--- config.mk ---
export PLATFORM = sky130hd
export DESIGN_NAME = irda_sir_pulse_decoder_flat
export DESIGN_NICKNAME = d
export VERILOG_FILES = /design/src/rtl/irda_pkg.sv /design/src/rtl/irda_sir_pulse_decoder_if.sv /design/src/rtl/irda_sir_pulse_decoder_bit_sync.sv /design/src/rtl/irda_sir_pulse_decoder.sv /design/src/flat_wrapper.sv
export SDC_FILE = /design/constraint.sdc
export NUM_CORES = 1
export LEC_CHECK = 0
export CAP_MARGIN = 5
export CORE_MARGIN = 10
export CORE_UTILIZATION = 40
export DETAILED_ROUTE_END_ITERATION = 8
export SLEW_MARGIN = 20
export SYNTH_ARGS = -nofsm -noshare
export SYNTH_HDL_FRONTEND = slang
export SYNTH_SLANG_ARGS = --single-unit
--- constraint.sdc ---
create_clock -name clock -period 2.9 [get_ports clock]
set_clock_uncertainty 0.05 [all_clocks]
set_input_delay 0.58 -clock clock [delete_from_list [all_inputs] [get_ports clock]]
set_output_delay 0.58 -clock clock [all_outputs]
set_load 0.05 [all_outputs]
--- src/rtl/irda_pkg.sv ---
// Shared types and sizing helpers for the IrDA SIR receive front-end.
// Holds the FSM state enum, bit-time derivation and counter-width function.
package irda_pkg;

   localparam int GLITCH_W = 8;

   typedef enum logic [1:0] {
      IDLE,
      MEASURE,
      HOLD,
      BLANK
   } state_e;

   function automatic int bit_cycles_f(input int clk_hz, input int baud);
      return clk_hz / baud;
   endfunction

   function automatic int cnt_width_f(input int bit_cycles);
      return $clog2(bit_cycles + 1);
   endfunction

endpackage

--- src/rtl/irda_sir_pulse_decoder_if.sv ---
// Pulse-side and NRZ-side signal bundle of the SIR pulse decoder.
// master: IR front/transmitter side (drives ir_in, tx_busy); slave: decoder.
interface irda_sir_pulse_decoder_if;
   import irda_pkg::*;

   logic                ir_in;
   logic                tx_busy;
   logic                nrz_out;
   logic                rx_active;
   logic                pulse_err;
   logic [GLITCH_W-1:0] glitch_cnt;

   modport master (
      output ir_in,
      output tx_busy,
      input  nrz_out,
      input  rx_active,
      input  pulse_err,
      input  glitch_cnt
   );

   modport slave (
      input  ir_in,
      input  tx_busy,
      output nrz_out,
      output rx_active,
      output pulse_err,
      output glitch_cnt
   );

endinterface

--- src/rtl/irda_sir_pulse_decoder_bit_sync.sv ---
// bit_sync: 2-FF synchroniser for one asynchronous bit.
// Ports: clock, reset (sync, active-low), d_i async in, q_o synced out.
module bit_sync #(
   parameter logic RST_VAL = 1'b0
) (
   input  logic clock,
   input  logic reset,
   input  logic d_i,
   output logic q_o
);

   logic [1:0] sync_q;
   logic [1:0] sync_d;

   assign sync_d = {sync_q[0], d_i};

   always_ff @(posedge clock) begin
      if (!reset) begin
         sync_q <= {2{RST_VAL}};
      end else begin
         sync_q <= sync_d;
      end
   end

   assign q_o = sync_q[1];

endmodule

--- src/rtl/irda_sir_pulse_decoder.sv ---
// IrDA SIR pulse decoder: syncs ir_in, rejects glitches, stretches each
// qualified pulse into a BIT_CYCLES-long low NRZ bit for the byte receiver.
// Ports: clock, reset (sync, active-low), bus (slave): ir_in, tx_busy in;
// nrz_out, rx_active, pulse_err, glitch_cnt out.
// Optional echo blanking on tx_busy when IRDA_RX_BLANK_EN is defined.
module irda_sir_pulse_decoder
   import irda_pkg::*;
#(
   parameter int CLK_HZ        = 50_000_000,
   parameter int BAUD          = 9600,
   parameter int MIN_PULSE     = 200,
   parameter int BLANK_CYCLES  = 5208,
   parameter int IR_ACTIVE_LOW = 1
) (
   input logic                     clock,
   input logic                     reset,
   irda_sir_pulse_decoder_if.slave bus
);

   localparam int BIT_CYCLES = bit_cycles_f(CLK_HZ, BAUD);
   localparam int CW         = cnt_width_f(BIT_CYCLES);

   localparam logic [CW-1:0] BIT_CNT = CW'(BIT_CYCLES);
   localparam logic [CW-1:0] MIN_CNT = CW'(MIN_PULSE);
   localparam logic [CW-1:0] ONE     = CW'(1);
   localparam logic          ACT_LO  = (IR_ACTIVE_LOW != 0);

   logic                ir_sync;
   logic                p;
   logic                p_prev_q;
   logic                rise;
   logic                qual;
   logic                blank;

   state_e              state_q, state_d;
   logic [CW-1:0]       width_q, width_d;
   logic [CW-1:0]       win_q, win_d;
   logic                err_done_q, err_done_d;
   logic                pulse_err_q, pulse_err_d;
   logic [GLITCH_W-1:0] glitch_q, glitch_d;
   logic                nrz_q, nrz_d;
   logic                rx_active_q, rx_active_d;

   // Idle line level resets into the synchroniser so p starts at 0.
   bit_sync #(
      .RST_VAL (ACT_LO)
   ) u_sync (
      .clock (clock),
      .reset (reset),
      .d_i   (bus.ir_in),
      .q_o   (ir_sync)
   );

   assign p    = ACT_LO ? ~ir_sync : ir_sync;
   assign rise = p & ~p_prev_q;

`ifdef IRDA_RX_BLANK_EN
   localparam logic [CW-1:0] BLANK_CNT = CW'(BLANK_CYCLES);

   logic [CW-1:0] blank_q, blank_d;

   assign blank = bus.tx_busy | (state_q == BLANK);

   // Guard time restarts while transmitting, then runs down after tx ends.
   always_comb begin
      blank_d = blank_q;
      if (bus.tx_busy) begin
         blank_d = BLANK_CNT;
      end else if (state_q == BLANK && blank_q != '0) begin
         blank_d = blank_q - ONE;
      end
   end

   always_ff @(posedge clock) begin
      if (!reset) begin
         blank_q <= '0;
      end else begin
         blank_q <= blank_d;
      end
   end
`else
   logic unused_tx;
   localparam int unused_blank = BLANK_CYCLES;

   assign unused_tx = bus.tx_busy;
   assign blank     = 1'b0;
`endif

   always_comb begin
      state_d     = state_q;
      width_d     = width_q;
      err_done_d  = err_done_q;
      pulse_err_d = 1'b0;
      glitch_d    = glitch_q;
      qual        = 1'b0;

      unique case (state_q)
         IDLE: begin
            // The rising cycle itself is the first counted cycle of width.
            if (rise) begin
               state_d = MEASURE;
               width_d = ONE;
            end
         end
         MEASURE: begin
            if (!p) begin
               if (glitch_q != '1) begin
                  glitch_d = glitch_q + 1'b1;
               end
               state_d = IDLE;
            end else begin
               width_d = width_q + ONE;
               if (width_q + ONE == MIN_CNT) begin
                  qual    = 1'b1;
                  state_d = HOLD;
               end
            end
         end
         HOLD: begin
            if (!p) begin
               state_d    = IDLE;
               err_done_d = 1'b0;
            end else if (width_q == BIT_CNT) begin
               // Width parks at BIT_CYCLES; the flag limits to one strobe.
               if (!err_done_q) begin
                  pulse_err_d = 1'b1;
                  err_done_d  = 1'b1;
               end
            end else begin
               width_d = width_q + ONE;
            end
         end
         BLANK: begin
`ifdef IRDA_RX_BLANK_EN
            if (!bus.tx_busy && blank_q == '0 && !p) begin
               state_d = IDLE;
            end
`else
            state_d = IDLE;
`endif
         end
         default: begin
            state_d = IDLE;
         end
      endcase

`ifdef IRDA_RX_BLANK_EN
      if (bus.tx_busy) begin
         state_d     = BLANK;
         width_d     = '0;
         err_done_d  = 1'b0;
         pulse_err_d = 1'b0;
         glitch_d    = glitch_q;
         qual        = 1'b0;
      end
`endif
   end

   // Output window: a qualification always reloads, so back-to-back zeros
   // join without a high gap. A stuck (over-long) pulse keeps it reloaded
   // so the line stays low until one bit time after release.
   always_comb begin
      win_d = win_q;
      if (blank) begin
         win_d = '0;
      end else if (qual) begin
         win_d = BIT_CNT;
      end else if (state_q == HOLD && p && err_done_q) begin
         win_d = BIT_CNT;
      end else if (win_q != '0) begin
         win_d = win_q - ONE;
      end
      nrz_d       = (win_d == '0);
      rx_active_d = (state_d == MEASURE) || (state_d == HOLD) ||
                    (win_d != '0);
   end

   always_ff @(posedge clock) begin
      if (!reset) begin
         state_q     <= IDLE;
         p_prev_q    <= 1'b0;
         width_q     <= '0;
         win_q       <= '0;
         err_done_q  <= 1'b0;
         pulse_err_q <= 1'b0;
         glitch_q    <= '0;
         nrz_q       <= 1'b1;
         rx_active_q <= 1'b0;
      end else begin
         state_q     <= state_d;
         p_prev_q    <= p;
         width_q     <= width_d;
         win_q       <= win_d;
         err_done_q  <= err_done_d;
         pulse_err_q <= pulse_err_d;
         glitch_q    <= glitch_d;
         nrz_q       <= nrz_d;
         rx_active_q <= rx_active_d;
      end
   end

   assign bus.nrz_out    = nrz_q;
   assign bus.rx_active  = rx_active_q;
   assign bus.pulse_err  = pulse_err_q;
   assign bus.glitch_cnt = glitch_q;

endmodule

--- src/flat_wrapper.sv ---
// flat-port wrapper written by rule: the top's interface ports become plain ports
module irda_sir_pulse_decoder_flat import irda_pkg::*;
#(
   parameter int CLK_HZ        = 50_000_000,
   parameter int BAUD          = 9600,
   parameter int MIN_PULSE     = 200,
   parameter int BLANK_CYCLES  = 5208,
   parameter int IR_ACTIVE_LOW = 1
)
  (clock, reset, bus_ir_in, bus_tx_busy, bus_nrz_out, bus_rx_active, bus_pulse_err, bus_glitch_cnt);
  irda_sir_pulse_decoder_if bus_i ();
  input logic clock;
  input logic reset;
  input wire logic [$bits(bus_i.ir_in)-1:0] bus_ir_in;
  input wire logic [$bits(bus_i.tx_busy)-1:0] bus_tx_busy;
  output wire logic [$bits(bus_i.nrz_out)-1:0] bus_nrz_out;
  output wire logic [$bits(bus_i.rx_active)-1:0] bus_rx_active;
  output wire logic [$bits(bus_i.pulse_err)-1:0] bus_pulse_err;
  output wire logic [$bits(bus_i.glitch_cnt)-1:0] bus_glitch_cnt;
  assign bus_i.ir_in = bus_ir_in;
  assign bus_i.tx_busy = bus_tx_busy;
  assign bus_nrz_out = bus_i.nrz_out;
  assign bus_rx_active = bus_i.rx_active;
  assign bus_pulse_err = bus_i.pulse_err;
  assign bus_glitch_cnt = bus_i.glitch_cnt;
  irda_sir_pulse_decoder #(.CLK_HZ(CLK_HZ), .BAUD(BAUD), .MIN_PULSE(MIN_PULSE), .BLANK_CYCLES(BLANK_CYCLES), .IR_ACTIVE_LOW(IR_ACTIVE_LOW)) u_core (.clock(clock), .reset(reset), .bus(bus_i));
endmodule
==> impl_results.md <==
- Worst path slowest cell: or4_1
- FP Rows: 28
- Clock transition at the registers of the reported paths: 0.08 ns
- Remaining routing DRC violations: 0
- Num Clock Sinks: 43
- Final TNS setup: 0 ns
- Gr ovfl total: 0
- CTS Buffer Depth: 2
- Ys Warns: 0
- Worst R2R Start: u_core.state_q[0]$_SDFF_PN0_
- Total Nets Final: 327
- Utilization after layout: 46.74%
- Sequential share of power: 39.1%
- Pin count of the biggest net entering global routing: 17
- Worst Reg-to-Reg Cells: 8
- Final WS setup: 0.5285 ns
- Area leader, netlist: dfxtp_1
- Internal: 0.001244 W
- CP Depth: 8
- Post-synth top area share: 34.49%
- Most used DFF post-synth: dfxtp_1
- Hold slack final: 0.3661 ns
- Initial antenna violation count: 0
- Syn nets: 315
- GRT Total Usage: 11.22%
- Overall routed net length: 5399 um
- Status: complete, no violations
- Critical Path End: u_core.width_q[11]$_SDFFE_PN0P_
- Critical-path maximum fanout: 9
- Placed Instances: 382
- RSZ-0062 raised after global routing: false
- Crit path cell chain: inv_1 -> ha_1 -> or3_4 -> a21oi_2 -> and2_1 -> nand2_4 -> or4_1 -> a21oi_1
- Die W: 99.00 um
- 1st-pass router iterations: 4
- Slew HR: 62.69%
- H-tree depth: 2
- Critical Path Max Stage Delay: 0.43 ns
- Area contributors post-synth: dfxtp_1, nor2_1, ha_1
- Mapped cell area: 2496 um^2
- Sw frac: 35.80%
- Routed vias: 2,150
- Register area share after synthesis: 34.49%
- CTS tree: yes
- Worst-Skew Late Latency: 0.29 ns
- Avg Vias per Cell: 5.527
- Worst EP required: 3.07 ns
- I/O pins: 15
- Leak: 0.9941 nW
- First-pass GRT wire length: 9418 um
- Detailed Place HPWL: 3967 um
- Final Hold Vio Count: 0
- Routed length per instance: 13.88 um
- Filler-free cell count of the finished design: 389
- Initial Utilization: 41.67%
- Fillers: 604
- Die area: 9800 um^2
- FF+latch count, synth: 43
- Final ANT Viol Nets: 0
- Post-CTS Resized: 0
- Root Buffer Master: clkbuf_8
- Final min period: 2.371 ns
- WP data arrival: 2.54 ns
- Worst Path Buf+Inv: 1
- WS Path Type: reg2reg
- Switching power of the nets: 0.0006935 W
- Combinational Power Share: 37.2%
- Chip height: 99.00 um
- P per Cell Area: 691.8 nW/um^2
- EDFF count, synth: 0
- Fmax: 421.7 MHz
- Routability-driven placement congestion ratio: 0.8165
- Vias in the first global route: 1,960
- Worst VDD drop: 0.4297 mV
- Ys async rst share: 0%
- Cells after Synth: 302
- Final worst path period share: 81.77%
- Critical Path Start Type: flip-flop
- Worst reg2reg endpoint: u_core.width_q[11]$_SDFFE_PN0P_
- Buffers on Ports: 13
- 1st-iter DRT viols: 85
- Least-Margin Pin Slew: 0.5597 ns
- Reg2reg setup slack: 0.53 ns
- Worst Setup SP: u_core.state_q[0]$_SDFF_PN0_
- Place WS: 0.5475 ns
- Synth cell types: 59
- Final setup viols: 0
- Core area: 5991 um^2
- Layout cells sized above 1: 7.643%
- Clock power share: 23.7%
- CTS Hold Bufs: 0
- Kind of cell adding the most delay to the critical path: simple AND/OR/NAND/NOR gates
- Average size of a mapped cell: 8.265 um^2
- CTS Buf Count: 5
- Inserted Diodes: 0
- Post-CTS Setup Bufs: 0
- P&R area growth vs syn: 12.18%
- Hold crit path type: reg2reg
- Hold Crit Start: u_core.u_sync.sync_q[0]$_SDFF_PN1_
- Final Slew Violations: 0
- Max_cap viols: 0
- CP Capture Type: flip-flop
==> metal layers <==
metal	vias up	part of all wire [%]	GRT usage [%]	wire [um]
met3	4	5.4	4.120	289
li1	1114	-	-	-
met2	30	46	17.28	2479
met4	0	1.4	3.749	73
met5	-	0	0	0
met1	1002	47	14.03	2557
==> cell families after synthesis <==
group	Yosys count	synth area share, %
and+or+nand+nor	136	30.18
AOI/OAI and AO/OA	70	19.40
DFF	43	34.49
buffers and inverters	26	4.812
xor gates and xnor gates	12	4.211
adders and majority gates	9	4.511
muxes	6	2.406
==> Yosys cell counts (2+ instances only) <==
| library cell | count |
|---|---|
| nor4_2 | 2 |
| nand4_1 | 10 |
| o2111ai_1 | 2 |
| buf_6 | 2 |
| nand2b_1 | 5 |
| a21oi_1 | 18 |
| a41oi_1 | 2 |
| ha_1 | 9 |
| a21boi_0 | 2 |
| o211ai_1 | 2 |
| nor3_1 | 5 |
| and4b_1 | 2 |
| inv_1 | 11 |
| nand3b_1 | 3 |
| nand3_1 | 10 |
| nor2_1 | 33 |
| nand4b_1 | 3 |
| a21o_1 | 3 |
| dfxtp_1 | 43 |
| nor4bb_1 | 2 |
| or3_1 | 7 |
| o21a_1 | 5 |
| nor3b_1 | 3 |
| o31a_1 | 2 |
| xor2_1 | 3 |
| nand2_1 | 29 |
| buf_2 | 6 |
| nor2b_1 | 3 |
| clkbuf_1 | 7 |
| and2_1 | 6 |
| o21ai_0 | 14 |
| xnor2_1 | 9 |
| a211oi_1 | 4 |
| o31ai_1 | 3 |
| or4_1 | 2 |
| nor4_1 | 2 |
| mux2i_1 | 6 |
==> cell usage in the layout (no fill, tap or decap), types with 6 or more instances in the layout <==
| cell | count |
|---|---|
| dfxtp_1 | 43 |
| or3_1 | 7 |
| buf_4 | 7 |
| a21oi_1 | 18 |
| xnor2_1 | 9 |
| clkdlybuf4s50_1 | 13 |
| o21ai_0 | 14 |
| nand4_1 | 10 |
| and2_1 | 6 |
| nand3_1 | 10 |
| ha_1 | 9 |
| nand2_1 | 29 |
| inv_1 | 11 |
| nor2_1 | 33 |
| mux2i_1 | 6 |
==> worst min path at each step <==
stage                                          to  slack (ns)  cells past startpoint
2_1_floorplan  u_core.u_sync.sync_q[1]$_SDFF_PN1_        0.34                      1
3_3_place_gp   u_core.u_sync.sync_q[1]$_SDFF_PN1_        0.35                      1
3_5_place_dp   u_core.u_sync.sync_q[1]$_SDFF_PN1_        0.35                      1
4_1_cts        u_core.u_sync.sync_q[1]$_SDFF_PN1_        0.37                      1
5_1_grt        u_core.u_sync.sync_q[1]$_SDFF_PN1_        0.39                      1
6_report       u_core.u_sync.sync_q[1]$_SDFF_PN1_        0.37                      1
==> per-stage QoR <==
step	total power (W)	area, um^2
after global placement	0.001481	2694
final	0.001937	2800
after CTS	0.001953	2800
after detailed placement	0.001487	2694
after floorplan	0.001346	2496
after global routing	0.002080	2800
==> flip-flops by register name, summed over array words and instances (netlist names) <==
| register | cells |
|---|---|
| u_core.win_q | 13 |
| u_core.bus.nrz_out | 1 |
| u_core.bus.pulse_err | 1 |
| u_core.u_sync.sync_q | 2 |
| u_core.state_q | 2 |
| u_core.p_prev_q | 1 |
| u_core.bus.rx_active | 1 |
| u_core.bus.glitch_cnt | 8 |
| u_core.width_q | 13 |
| u_core.err_done_q | 1 |
==> cell type report <==
cell class / count / area, um^2 / area share [%]
Sequential cell: 43 / 860.8 / 30.74
Timing Repair Buffer: 20 / 182.7 / 6.524
Clock inverter: 2 / 37.54 / 1.340
Tap cell: 75 / 93.84 / 3.351
Multi-Input combinational cell: 233 / 1515 / 54.11
Inverter: 11 / 41.29 / 1.475
Clock buffer: 5 / 68.82 / 2.458
==> power groups by stage <==
stage                     Combinational, W  Clock [W]  Sequential [W]
after global routing              0.000808   0.000497        0.000775
after floorplan                   0.000577          0        0.000769
after global placement            0.000712          0        0.000768
after CTS                         0.000720   0.000476        0.000757
final                             0.000721   0.000459        0.000758
after detailed placement          0.000716          0        0.000771
Note: power is estimated with default switching activity, not from simulation.
